## config.mk

```make
export PLATFORM = sky130hd
export DESIGN_NAME = fp32_add_sched_flat
export DESIGN_NICKNAME = d
export VERILOG_FILES = /design/src/rtl/fp32_add_sched_pkg.sv /design/src/rtl/fp32_add_sched_if.sv /design/src/rtl/fp32_add_sched_rr_arb2.sv /design/src/rtl/fp32_add_sched.sv /design/src/flat_wrapper.sv
export SDC_FILE = /design/constraint.sdc
export NUM_CORES = 1
export LEC_CHECK = 0
export BUFFER_PORTS_ARGS = -buffer_cell sky130_fd_sc_hd__buf_2
export CAP_MARGIN = 5
export CORE_UTILIZATION = 45
export CTS_CLUSTER_SIZE = 10
export DETAILED_ROUTE_END_ITERATION = 16
export PLACE_DENSITY = 0.81
export SLEW_MARGIN = 20
export SYNTH_ARGS = -nofsm -noshare
export SYNTH_HDL_FRONTEND = slang
export SYNTH_SLANG_ARGS = --single-unit
```

## constraint.sdc

```tcl
create_clock -name clk -period 2.61 [get_ports clk]
set_input_delay 0.261 -clock clk [delete_from_list [all_inputs] [get_ports clk]]
set_output_delay 0.261 -clock clk [all_outputs]
set_load 0.005 [all_outputs]
```

## src/rtl/fp32_add_sched_pkg.sv

```systemverilog
// fp32_add_sched_pkg: state encodings, register sizes and the timeout result
package fp32_add_sched_pkg;
   localparam int OP_BITS = 64;
   localparam int RES_BITS = 32;
   localparam logic [RES_BITS-1:0] TMO_RESULT = '0;
   typedef enum logic [2:0] {ST_IDLE, ST_GO, ST_LOAD, ST_WAIT, ST_UNLOAD, ST_RESP} state_t;
endpackage

```

## src/rtl/fp32_add_sched_if.sv

```systemverilog
// fp32_add_sched_if: two operand request ports and the result response port
interface fp32_add_sched_if;
   import fp32_add_sched_pkg::*;
   logic req0_valid, req0_ready, req1_valid, req1_ready;
   logic [31:0] req0_a, req0_b, req1_a, req1_b;
   logic rsp_valid, rsp_ready, rsp_id, rsp_over, rsp_under, rsp_timeout;
   logic [RES_BITS-1:0] rsp_data;
   modport master (
      output req0_valid, req0_a, req0_b, req1_valid, req1_a, req1_b, rsp_ready,
      input  req0_ready, req1_ready, rsp_valid, rsp_id, rsp_data, rsp_over, rsp_under, rsp_timeout
   );
   modport slave (
      input  req0_valid, req0_a, req0_b, req1_valid, req1_a, req1_b, rsp_ready,
      output req0_ready, req1_ready, rsp_valid, rsp_id, rsp_data, rsp_over, rsp_under, rsp_timeout
   );
endinterface

```

## src/rtl/fp32_add_sched_rr_arb2.sv

```systemverilog
// rr_arb2: two-way round-robin arbiter; on a tie the port not granted last wins
module rr_arb2 (
   input  logic       clk,
   input  logic       reset,
   input  logic [1:0] req,
   input  logic       en,
   output logic [1:0] gnt,
   output logic       gnt_id
);
   logic last_id;
   // port 1 wins when it asks alone or when port 0 had the previous grant
   always_comb begin
      gnt_id = req[1] & (~req[0] | ~last_id);
      gnt = {2{en}} & req & (gnt_id ? 2'b10 : 2'b01);
   end
   // remember the latest winner; starting at 1 hands port 0 the first tie
   always_ff @(posedge clk or negedge reset)
      if (!reset) last_id <= 1'b1;
      else if (|gnt) last_id <= gnt_id;
endmodule

```

## src/rtl/fp32_add_sched.sv

```systemverilog
// fp32_add_sched: arbitrates two requesters and serialises jobs through the serial fp32 adder
module fp32_add_sched import fp32_add_sched_pkg::*; #(
   parameter int TIMEOUT = 255
) (
   input  logic             clk,
   input  logic             reset,
   fp32_add_sched_if.slave  bus,
   output logic             busy,
   output logic             fa_go,
   output logic             fa_inpab,
   input  logic             fa_shift,
   input  logic             fa_out_c,
   input  logic             fa_over,
   input  logic             fa_under,
   input  logic             fa_done
);
   state_t state, state_nx;
   logic [OP_BITS-1:0] op;
   logic [RES_BITS-1:0] res;
   logic [5:0] cnt;
   logic [15:0] tmr;
   logic [1:0] gnt;
   logic gnt_id, tmo, abort, over, under, tout, id;
   rr_arb2 u_arb (
      .clk(clk),
      .reset(reset),
      .req({bus.req1_valid, bus.req0_valid}),
      .en(state == ST_IDLE && reset),
      .gnt(gnt),
      .gnt_id(gnt_id)
   );
   // a stalled adder or a done that drops early ends the job with a timeout response
   always_comb begin
      tmo = tmr == 16'(TIMEOUT - 1);
      abort = (((state == ST_LOAD) && !fa_shift) || ((state == ST_WAIT) && !fa_done)) && tmo
              || ((state == ST_UNLOAD) && !fa_done);
   end
   // state register
   always_ff @(posedge clk or negedge reset)
      if (!reset) state <= ST_IDLE;
      else state <= state_nx;
   // next-state selection
   always_comb begin
      state_nx = state;
      case (state)
         ST_IDLE:   state_nx = |gnt ? ST_GO : ST_IDLE;
         ST_GO:     state_nx = ST_LOAD;
         ST_LOAD:   state_nx = abort ? ST_RESP : (fa_shift && cnt == 6'd63) ? ST_WAIT : ST_LOAD;
         ST_WAIT:   state_nx = abort ? ST_RESP : fa_done ? ST_UNLOAD : ST_WAIT;
         ST_UNLOAD: state_nx = (abort || cnt == 6'd31) ? ST_RESP : ST_UNLOAD;
         ST_RESP:   state_nx = bus.rsp_ready ? ST_IDLE : ST_RESP;
         default:   state_nx = ST_IDLE;
      endcase
   end
   // outputs: strobes decode the state, response fields come straight from registers
   always_comb begin
      busy = state != ST_IDLE;
      fa_go = state == ST_GO;
      fa_inpab = op[OP_BITS-1];
      bus.req0_ready = gnt[0];
      bus.req1_ready = gnt[1];
      bus.rsp_valid = state == ST_RESP;
      bus.rsp_id = id;
      bus.rsp_data = res;
      bus.rsp_over = over;
      bus.rsp_under = under;
      bus.rsp_timeout = tout;
   end
   // operand/result shift registers, bit counter and stall timer
   always_ff @(posedge clk or negedge reset)
      if (!reset) begin
         op <= '0;
         res <= '0;
         cnt <= '0;
         tmr <= '0;
         over <= 1'b0;
         under <= 1'b0;
         tout <= 1'b0;
         id <= 1'b0;
      end else if (abort) begin
         res <= TMO_RESULT;
         over <= 1'b0;
         under <= 1'b0;
         tout <= 1'b1;
      end else begin
         case (state)
            ST_IDLE: if (|gnt) begin
               op <= gnt_id ? {bus.req1_b, bus.req1_a} : {bus.req0_b, bus.req0_a};
               id <= gnt_id;
               res <= '0;
               cnt <= '0;
               tmr <= '0;
               over <= 1'b0;
               under <= 1'b0;
               tout <= 1'b0;
            end
            ST_LOAD: begin
               op <= fa_shift ? {op[OP_BITS-2:0], 1'b0} : op;
               cnt <= fa_shift ? cnt + 6'd1 : cnt;
               tmr <= fa_shift ? '0 : tmr + 16'd1;
            end
            ST_WAIT: begin
               tmr <= fa_done ? '0 : tmr + 16'd1;
               if (fa_done) begin
                  res <= {res[RES_BITS-2:0], fa_out_c};
                  over <= fa_over;
                  under <= fa_under;
                  cnt <= 6'd1;
               end
            end
            ST_UNLOAD: if (fa_done) begin
               res <= {res[RES_BITS-2:0], fa_out_c};
               cnt <= cnt + 6'd1;
            end
            default: ;
         endcase
      end
endmodule
```

## src/flat_wrapper.sv

```systemverilog
// flat-port wrapper written by rule: the top's interface ports become plain ports
module fp32_add_sched_flat import fp32_add_sched_pkg::*;
#(
   parameter int TIMEOUT = 255
)
  (clk, reset, busy, fa_go, fa_inpab, fa_shift, fa_out_c, fa_over, fa_under, fa_done, bus_req0_valid, bus_req0_a, bus_req0_b, bus_req1_valid, bus_req1_a, bus_req1_b, bus_rsp_ready, bus_req0_ready, bus_req1_ready, bus_rsp_valid, bus_rsp_id, bus_rsp_data, bus_rsp_over, bus_rsp_under, bus_rsp_timeout);
  fp32_add_sched_if bus_i ();
  input  logic clk;
  input  logic reset;
  output logic busy;
  output logic fa_go;
  output logic fa_inpab;
  input  logic fa_shift;
  input  logic fa_out_c;
  input  logic fa_over;
  input  logic fa_under;
  input  logic fa_done;
  input wire logic [$bits(bus_i.req0_valid)-1:0] bus_req0_valid;
  input wire logic [$bits(bus_i.req0_a)-1:0] bus_req0_a;
  input wire logic [$bits(bus_i.req0_b)-1:0] bus_req0_b;
  input wire logic [$bits(bus_i.req1_valid)-1:0] bus_req1_valid;
  input wire logic [$bits(bus_i.req1_a)-1:0] bus_req1_a;
  input wire logic [$bits(bus_i.req1_b)-1:0] bus_req1_b;
  input wire logic [$bits(bus_i.rsp_ready)-1:0] bus_rsp_ready;
  output wire logic [$bits(bus_i.req0_ready)-1:0] bus_req0_ready;
  output wire logic [$bits(bus_i.req1_ready)-1:0] bus_req1_ready;
  output wire logic [$bits(bus_i.rsp_valid)-1:0] bus_rsp_valid;
  output wire logic [$bits(bus_i.rsp_id)-1:0] bus_rsp_id;
  output wire logic [$bits(bus_i.rsp_data)-1:0] bus_rsp_data;
  output wire logic [$bits(bus_i.rsp_over)-1:0] bus_rsp_over;
  output wire logic [$bits(bus_i.rsp_under)-1:0] bus_rsp_under;
  output wire logic [$bits(bus_i.rsp_timeout)-1:0] bus_rsp_timeout;
  assign bus_i.req0_valid = bus_req0_valid;
  assign bus_i.req0_a = bus_req0_a;
  assign bus_i.req0_b = bus_req0_b;
  assign bus_i.req1_valid = bus_req1_valid;
  assign bus_i.req1_a = bus_req1_a;
  assign bus_i.req1_b = bus_req1_b;
  assign bus_i.rsp_ready = bus_rsp_ready;
  assign bus_req0_ready = bus_i.req0_ready;
  assign bus_req1_ready = bus_i.req1_ready;
  assign bus_rsp_valid = bus_i.rsp_valid;
  assign bus_rsp_id = bus_i.rsp_id;
  assign bus_rsp_data = bus_i.rsp_data;
  assign bus_rsp_over = bus_i.rsp_over;
  assign bus_rsp_under = bus_i.rsp_under;
  assign bus_rsp_timeout = bus_i.rsp_timeout;
  fp32_add_sched #(.TIMEOUT(TIMEOUT)) u_core (.clk(clk), .reset(reset), .bus(bus_i), .busy(busy), .fa_go(fa_go), .fa_inpab(fa_inpab), .fa_shift(fa_shift), .fa_out_c(fa_out_c), .fa_over(fa_over), .fa_under(fa_under), .fa_done(fa_done));
endmodule
```

# [Word level (Yosys, flattened, before mapping)]
# Index checks and enable logic that the tools add are counted.
[word_totals] ff_bits=126 word_cells=98 output_inout_bits=42 inputBits=138
[classes] n_bitwise=7 reduce_logical=29 eq_ne=15 mux=35 add_sub_neg=2
[ops] op="64-bit 2-to-1 mux" count=3
[ops] op="64-bit case mux with 2 select lines" count=1
[ops] op="32-bit 2-to-1 mux" count=3
[ops] op="32-bit case mux with 2 select lines" count=1
[ops] op="16-bit 2-to-1 mux" count=3
[ops] op="16-bit case mux with 3 select lines" count=1
[ops] op="6-bit 2-to-1 mux" count=4
[ops] op="6-bit case mux with 4 select lines" count=1
[ops] op="3-bit case mux with 6 select lines" count=1
[ops] op="16-bit by 1-bit adder with 16-bit output, second input constant" count=1
[ops] op="16-bit by 8-bit == test with 1-bit output, second input constant" count=1
[ops] op="3-bit 2-to-1 mux" count=4
[ops] op="3-bit AND reduction" count=4
[ops] op="3-bit nonzero test" count=4
[ops] op="1-bit 2-to-1 mux" count=10
[ops] op="2-bit inequality test, second input constant" count=4
[ops] op="6-bit by 1-bit adder with 6-bit output, second input constant" count=1
[ops] op="3-bit by 2-bit == test with 1-bit output, second input constant" count=2
[ops] op="3-bit == test, second input constant" count=2
[ops] op="6-bit by 5-bit == test with 1-bit output, second input constant" count=1
[ops] op="6-bit == test, second input constant" count=1
[ops] op="1-bit logical AND" count=6
[ops] op="3-bit by 2-bit inequality test with 1-bit output, second input constant" count=2
[ops] op="6-bit AND reduction" count=1
[ops] op="other kinds (16)" count=26

# [Logic depth before layout (Yosys ltp)]
[depth] ltp_word=9 mapped_depth=8 mapped_depth_nobuf=6

# [Cells and area by module]
# From an unflattened synthesis, not the netlist that was laid out.
[hier_totals] cells_unflattened=701 area_unflattened_um2=6560.0
[by_module_without_submodules] mod="fp32_add_sched" seq_area_each_um2=3128.0 cells_each=693 instances=1 area_per_inst_um2=6488.7
[by_module_without_submodules] mod="rr_arb2" seq_area_each_um2=26.3 cells_each=8 instances=1 area_per_inst_um2=71.3

# [Worst setup path before layout]
# Ideal clock, no wire load.
[synth_path] path_kind="register to register" from="register u_core.tmr[0]" to="register u_core.tmr[1]" synth_period_minus_slack_ps=1859 setup_time_ps=125 arrival_time_ps=1734 slack_ps=751 n_path_buf=0 path_stages_with_launch=7 required_time_ps=2485 cell_sequence="dfrtp_1 -> inv_1 -> ha_1 -> nor4b_1 -> nand4_1 -> o211a_4 -> mux2_4"
[synth_via] elab_chain_len=5 word_cells_on_any_way=9 classes_between="add/sub: 1; eq/ne: 1; mux: 3; bitwise: 1; reduce/logical: 3"
[synth_lines] item="start, declared" line_no="fp32_add_sched.sv:21" text="logic [15:0] tmr;"
[synth_lines] item="start signal, assigned" line_no="fp32_add_sched.sv:100" text="tmr <= fa_shift ? '0 : tmr + 16'd1;"
[synth_lines] item="start signal, assigned" line_no="fp32_add_sched.sv:103" text="tmr <= fa_done ? '0 : tmr + 16'd1;"
[synth_lines] item="branches (longest 5 deep; another with 16-bit by 1-bit adder with 16-bit output)"
# Parallel ways; which one is timed is not known.
# A chain may end at the register's enable or synchronous reset.

# [Final worst setup path]
[layout_path] from="input port reset" to="output port bus_req1_ready"
[layout_via] elab_chain_len=3
[layout_lines] item="start, declared" line_no="flat_wrapper.sv:9" text="input logic reset;"
[layout_lines] item="1-bit logical AND" line_no="fp32_add_sched.sv:28" text=".en(state == ST_IDLE && reset),"
[layout_lines] item="2-bit AND (2 in series)" line_no="fp32_add_sched_rr_arb2.sv:14" text="gnt = {2{en}} & req & (gnt_id ? 2'b10 : 2'b01);"
[layout_lines] item="end, declared" line_no="flat_wrapper.sv:26" text="output wire logic [$bits(bus_i.req1_ready)-1:0] bus_req1_ready;"
# Every way passes these cells.

==> metrics.log <==
INFO  metric total_switching_power = 3.35 mW
INFO  metric first_iter_violations = 343
INFO  metric max_vdd_drop = 0.564 mV
INFO  metric num-nets-final = 1013
INFO  metric post_cts_buffers = 0
INFO  metric pwr_per_cell_area = 1060 nW/um^2
INFO  metric synth-compound-area-share = 17.6%
INFO  metric drt_first_pass_iters = 5
INFO  metric critPathCaptureType = output pin
INFO  metric path_max_fanout = 49
INFO  metric yosysWarningCount = 0
INFO  metric crit_path_start = reset
INFO  metric power.share.sequential = 33.1%
INFO  metric tritoncts = built
INFO  metric cell_with_the_most_instances_after_synthesis = dfrtp_1
INFO  metric hpwl = 11.2 mm
INFO  metric post_synth_mux_area_share = 20.0%
INFO  metric gate_count_after_technology_mapping = 701
INFO  metric synth_xor_xnor_area_share = 0.126%
INFO  metric final_cycle_share = 88.5%
INFO  metric design.die.area = 15900 um^2
INFO  metric synthesis.area_per_instance = 9.89 um^2
INFO  metric cp_data_required_time = 2.35 ns
INFO  metric timing.setup.tns = 0 ns
INFO  metric critical_path_slowest_stage_cell = dlygate4sd3_1
INFO  metric worst_pin_slew = 0.798 ns
INFO  metric synthesis.nets = 842
INFO  metric wp_data_arrival = 2.05 ns
INFO  metric cts_num_sinks = 126
INFO  metric cells_traversed_along_the_worst_timing_path = dlygate4sd3_1 -> buf_4 -> buf_4 -> and3_1 -> buf_2
INFO  metric floorplan.die.height = 126 um
INFO  metric via_count_of_the_first_global_routing_pass = 5445
INFO  metric final_skew = 0.00752 ns
INFO  metric power.static_leakage = 4.14 nW
INFO  metric core = 15100 um^2
INFO  metric clock-root-buffer = clkbuf_16
INFO  metric run_status = complete, no violations
INFO  metric power.share.clock = 25.9%
INFO  metric fp-row-count = 45
INFO  metric dominantRegCellSynth = dfrtp_1
INFO  metric antenna_found_initial = 2
INFO  metric holdWs = 0.0767 ns
INFO  metric clock_tree.buffer_depth = 2
INFO  metric gp_congestion = 0.867
INFO  metric worstSkewPairLatency = 0.41 ns
INFO  metric cts.hold.buffers_added = 1
INFO  metric dominant_delay_contributor_by_cell_family_on_the_critical_path = buffers and inverters
INFO  metric mappedNetlistArea = 6940 um^2
INFO  metric worst_path_largest_cell_delay = 0.56 ns
INFO  metric yosys_register_bits = 126
INFO  metric start_kind = input pin
INFO  metric grt_start_max_net_pins = 68
INFO  metric route.detailed.vias_per_inst = 5.45
INFO  metric setup_repair_after_global_routing_missed_its_margin = false
INFO  metric die_w = 126 um
INFO  metric drt-wirelength-per-cell = 14.8 um
INFO  metric critical_path.reg2reg.startpoint = u_core.state[1]
INFO  metric cts_max_level = 4
INFO  metric postRouteWirelength = 15.8 mm
INFO  metric grt-ovfl-total = 0
INFO  metric yosysTopAreaCellShare = 45.1%
INFO  metric clock.fmax = 0.433 GHz
INFO  metric synth-edff-count = 0
INFO  metric total_power_draw = 9.22 mW
INFO  metric cts.clk_slew.worst_paths = 0.05 ns
INFO  metric synth.largest_area_cell = dfrtp_1
INFO  metric slew_viol_final = 0
INFO  metric path_class = input pin to output pin
INFO  metric period_minus_slack = 2.31 ns
INFO  metric drive_gt1_share = 34.5%
INFO  metric floorplan.io_pins = 180
INFO  metric sw_frac_of_total = 36.3%
INFO  metric post_synthesis_async_set_or_reset_flop_share = 100%
INFO  metric vias = 5833
INFO  metric synth-simple-area-share = 10.7%
INFO  metric synth_common_cells = dfrtp_1, o21ai_0, nand2_1
INFO  metric cts_buffers = 17
INFO  metric synth_seq_area_share = 45.5%
INFO  metric flow.area_growth_from_synthesis = 25.5%
INFO  metric timing.critical_path.buf_inv = 4
INFO  metric floorplan.initialDensity = 45.8%
INFO  metric antenna_violating_nets_post_route = 0
INFO  metric final.setup.worst_slack = 0.301 ns
INFO  metric drc_errors = 0
INFO  metric synthTopCellsByArea = dfrtp_1, mux2_2, mux2i_1, o21ai_0, nand2_1
INFO  metric final-setup-viol-count = 0
INFO  metric finish.cell_count_without_fillers = 1070
INFO  metric timing.slew.headroom = 46.8%
INFO  metric gr-usage-all-layers = 20.8%
INFO  metric synth-adder-area-share = 0.541%
INFO  metric cap_violations = 0
INFO  metric buffer_ports.inserted = 179
INFO  metric cts-resized-gates = 0
INFO  metric hold_class = input pin to flop
INFO  metric dp.cells = 1040
INFO  metric timing.critical_path.mode_cell = buf_4
INFO  metric final_hold_viol_count = 0
INFO  metric internal-power = 5.87 mW
INFO  metric netlist-cell-type-count = 57
INFO  metric worst_hold_startpoint = fa_under
INFO  metric place_worst_setup_slack = 0.443 ns
INFO  metric grt_first_pass_wirelength = 26.2 mm
INFO  metric largest_family_of_logic_cells_by_synthesized_area = multiplexers
INFO  metric power_frac_comb = 41.1%
==> power by group through the flow <==
stage / sequential (mW) / combinational, mW / clock (mW)
after CTS: 3.05 / 3.83 / 2.43
after floorplan: 2.92 / 2.81 / 0
after global routing: 3.12 / 4.25 / 2.52
after detailed placement: 3.06 / 3.82 / 0
after global placement: 3.04 / 3.70 / 0
final: 3.05 / 3.79 / 2.38
==> cells in the final DEF (no fill, tap or decap), types with 4 or more instances in the layout <==
| cell | Yosys | routed |
|---|---|---|
| o21a_1 | 6 | 6 |
| buf_2 | 17 | 178 |
| mux2i_1 | 66 | 66 |
| nand2_1 | 83 | 82 |
| clkbuf_16 | 0 | 17 |
| nand4_1 | 6 | 6 |
| o211ai_1 | 4 | 4 |
| inv_1 | 42 | 42 |
| mux2_2 | 63 | 63 |
| buf_4 | 6 | 11 |
| nor3_1 | 7 | 7 |
| and3_1 | 9 | 9 |
| o21ai_0 | 99 | 99 |
| or3_1 | 4 | 4 |
| nor4_1 | 4 | 4 |
| nor2_1 | 11 | 10 |
| a22oi_1 | 34 | 34 |
| buf_12 | 0 | 7 |
| nand3_1 | 11 | 11 |
| a21oi_1 | 14 | 14 |
| dfrtp_1 | 125 | 125 |
| o21ai_1 | 6 | 6 |
| clkbuf_8 | 0 | 4 |
| a31oi_1 | 17 | 17 |
==> cells by family (layout without fill, tap and decap cells) <==
kind of cell,after synthesis,after routing
flops,126,126
buf+inv,88,268
mux,130,130
compound gates,199,199
other cells,0,1
simple gates,154,154
fa+ha+maj,3,3
xor+xnor,1,1
==> final cells by class <==
cell class,count,area [um^2]
Inverter,43,161
Clock buffer,21,480
Timing Repair Buffer,197,1120
Sequential cell,126,3150
Fill cell,1298,6440
Antenna cell,1,2.50
Clock inverter,7,113
Tap cell,188,235
Multi-Input combinational cell,487,3430
==> sequential cells by signal, summed over array words and instances, names as in the netlist, 3 cells and up <==
name and cells:
u_core.op 64, u_core.bus.rsp_data 32, u_core.tmr 16, u_core.cnt 6, u_core.state 3
==> layer usage <==
layer | vias to the layer above | part of all wire, % | GRT usage, % | routed length [um]
li1 | 2874 | - | - | -
met1 | 2731 | 45 | 26.2 | 7140
met2 | 202 | 47 | 33.7 | 7420
met3 | 24 | 5.8 | 5.40 | 921
met4 | 2 | 2.0 | 9.00 | 315
met5 | - | 0.057 | 0 | 9
==> per-stage QoR <==
step,instance area [um^2],utilization [%]
global route,8700,57.4
detailed placement,8100,53.4
floorplan,6940,-
finish,8700,57.4
CTS,8700,57.4
global placement,8100,53.4
==> worst register-to-register path, delay by kind of cell, from the launching register on <==
| family | cells | cell delay, ns |
|---|---|---|
| and+or+nand+nor | 2 | 0.73 |
| DFF | 1 | 0.69 |
| AOI/OAI and AO/OA | 1 | 0.36 |
| muxes | 1 | 0.31 |
==> path summary, 6_finish.rpt <==
kind	end	slack [ns]	cells after the start
setup / recovery	bus_req1_ready	0.30	5
min in group asynchronous	u_core.cnt[0]	0.31	2
hold reg to reg	u_core.op[62]	0.48	2
setup reg to reg	u_core.tmr[1]	0.41	4
max in group asynchronous	u_core.op[53]	1.23	3
hold / removal	u_core.bus.rsp_under	0.08	3
Note: power is estimated with default switching activity, not from simulation.
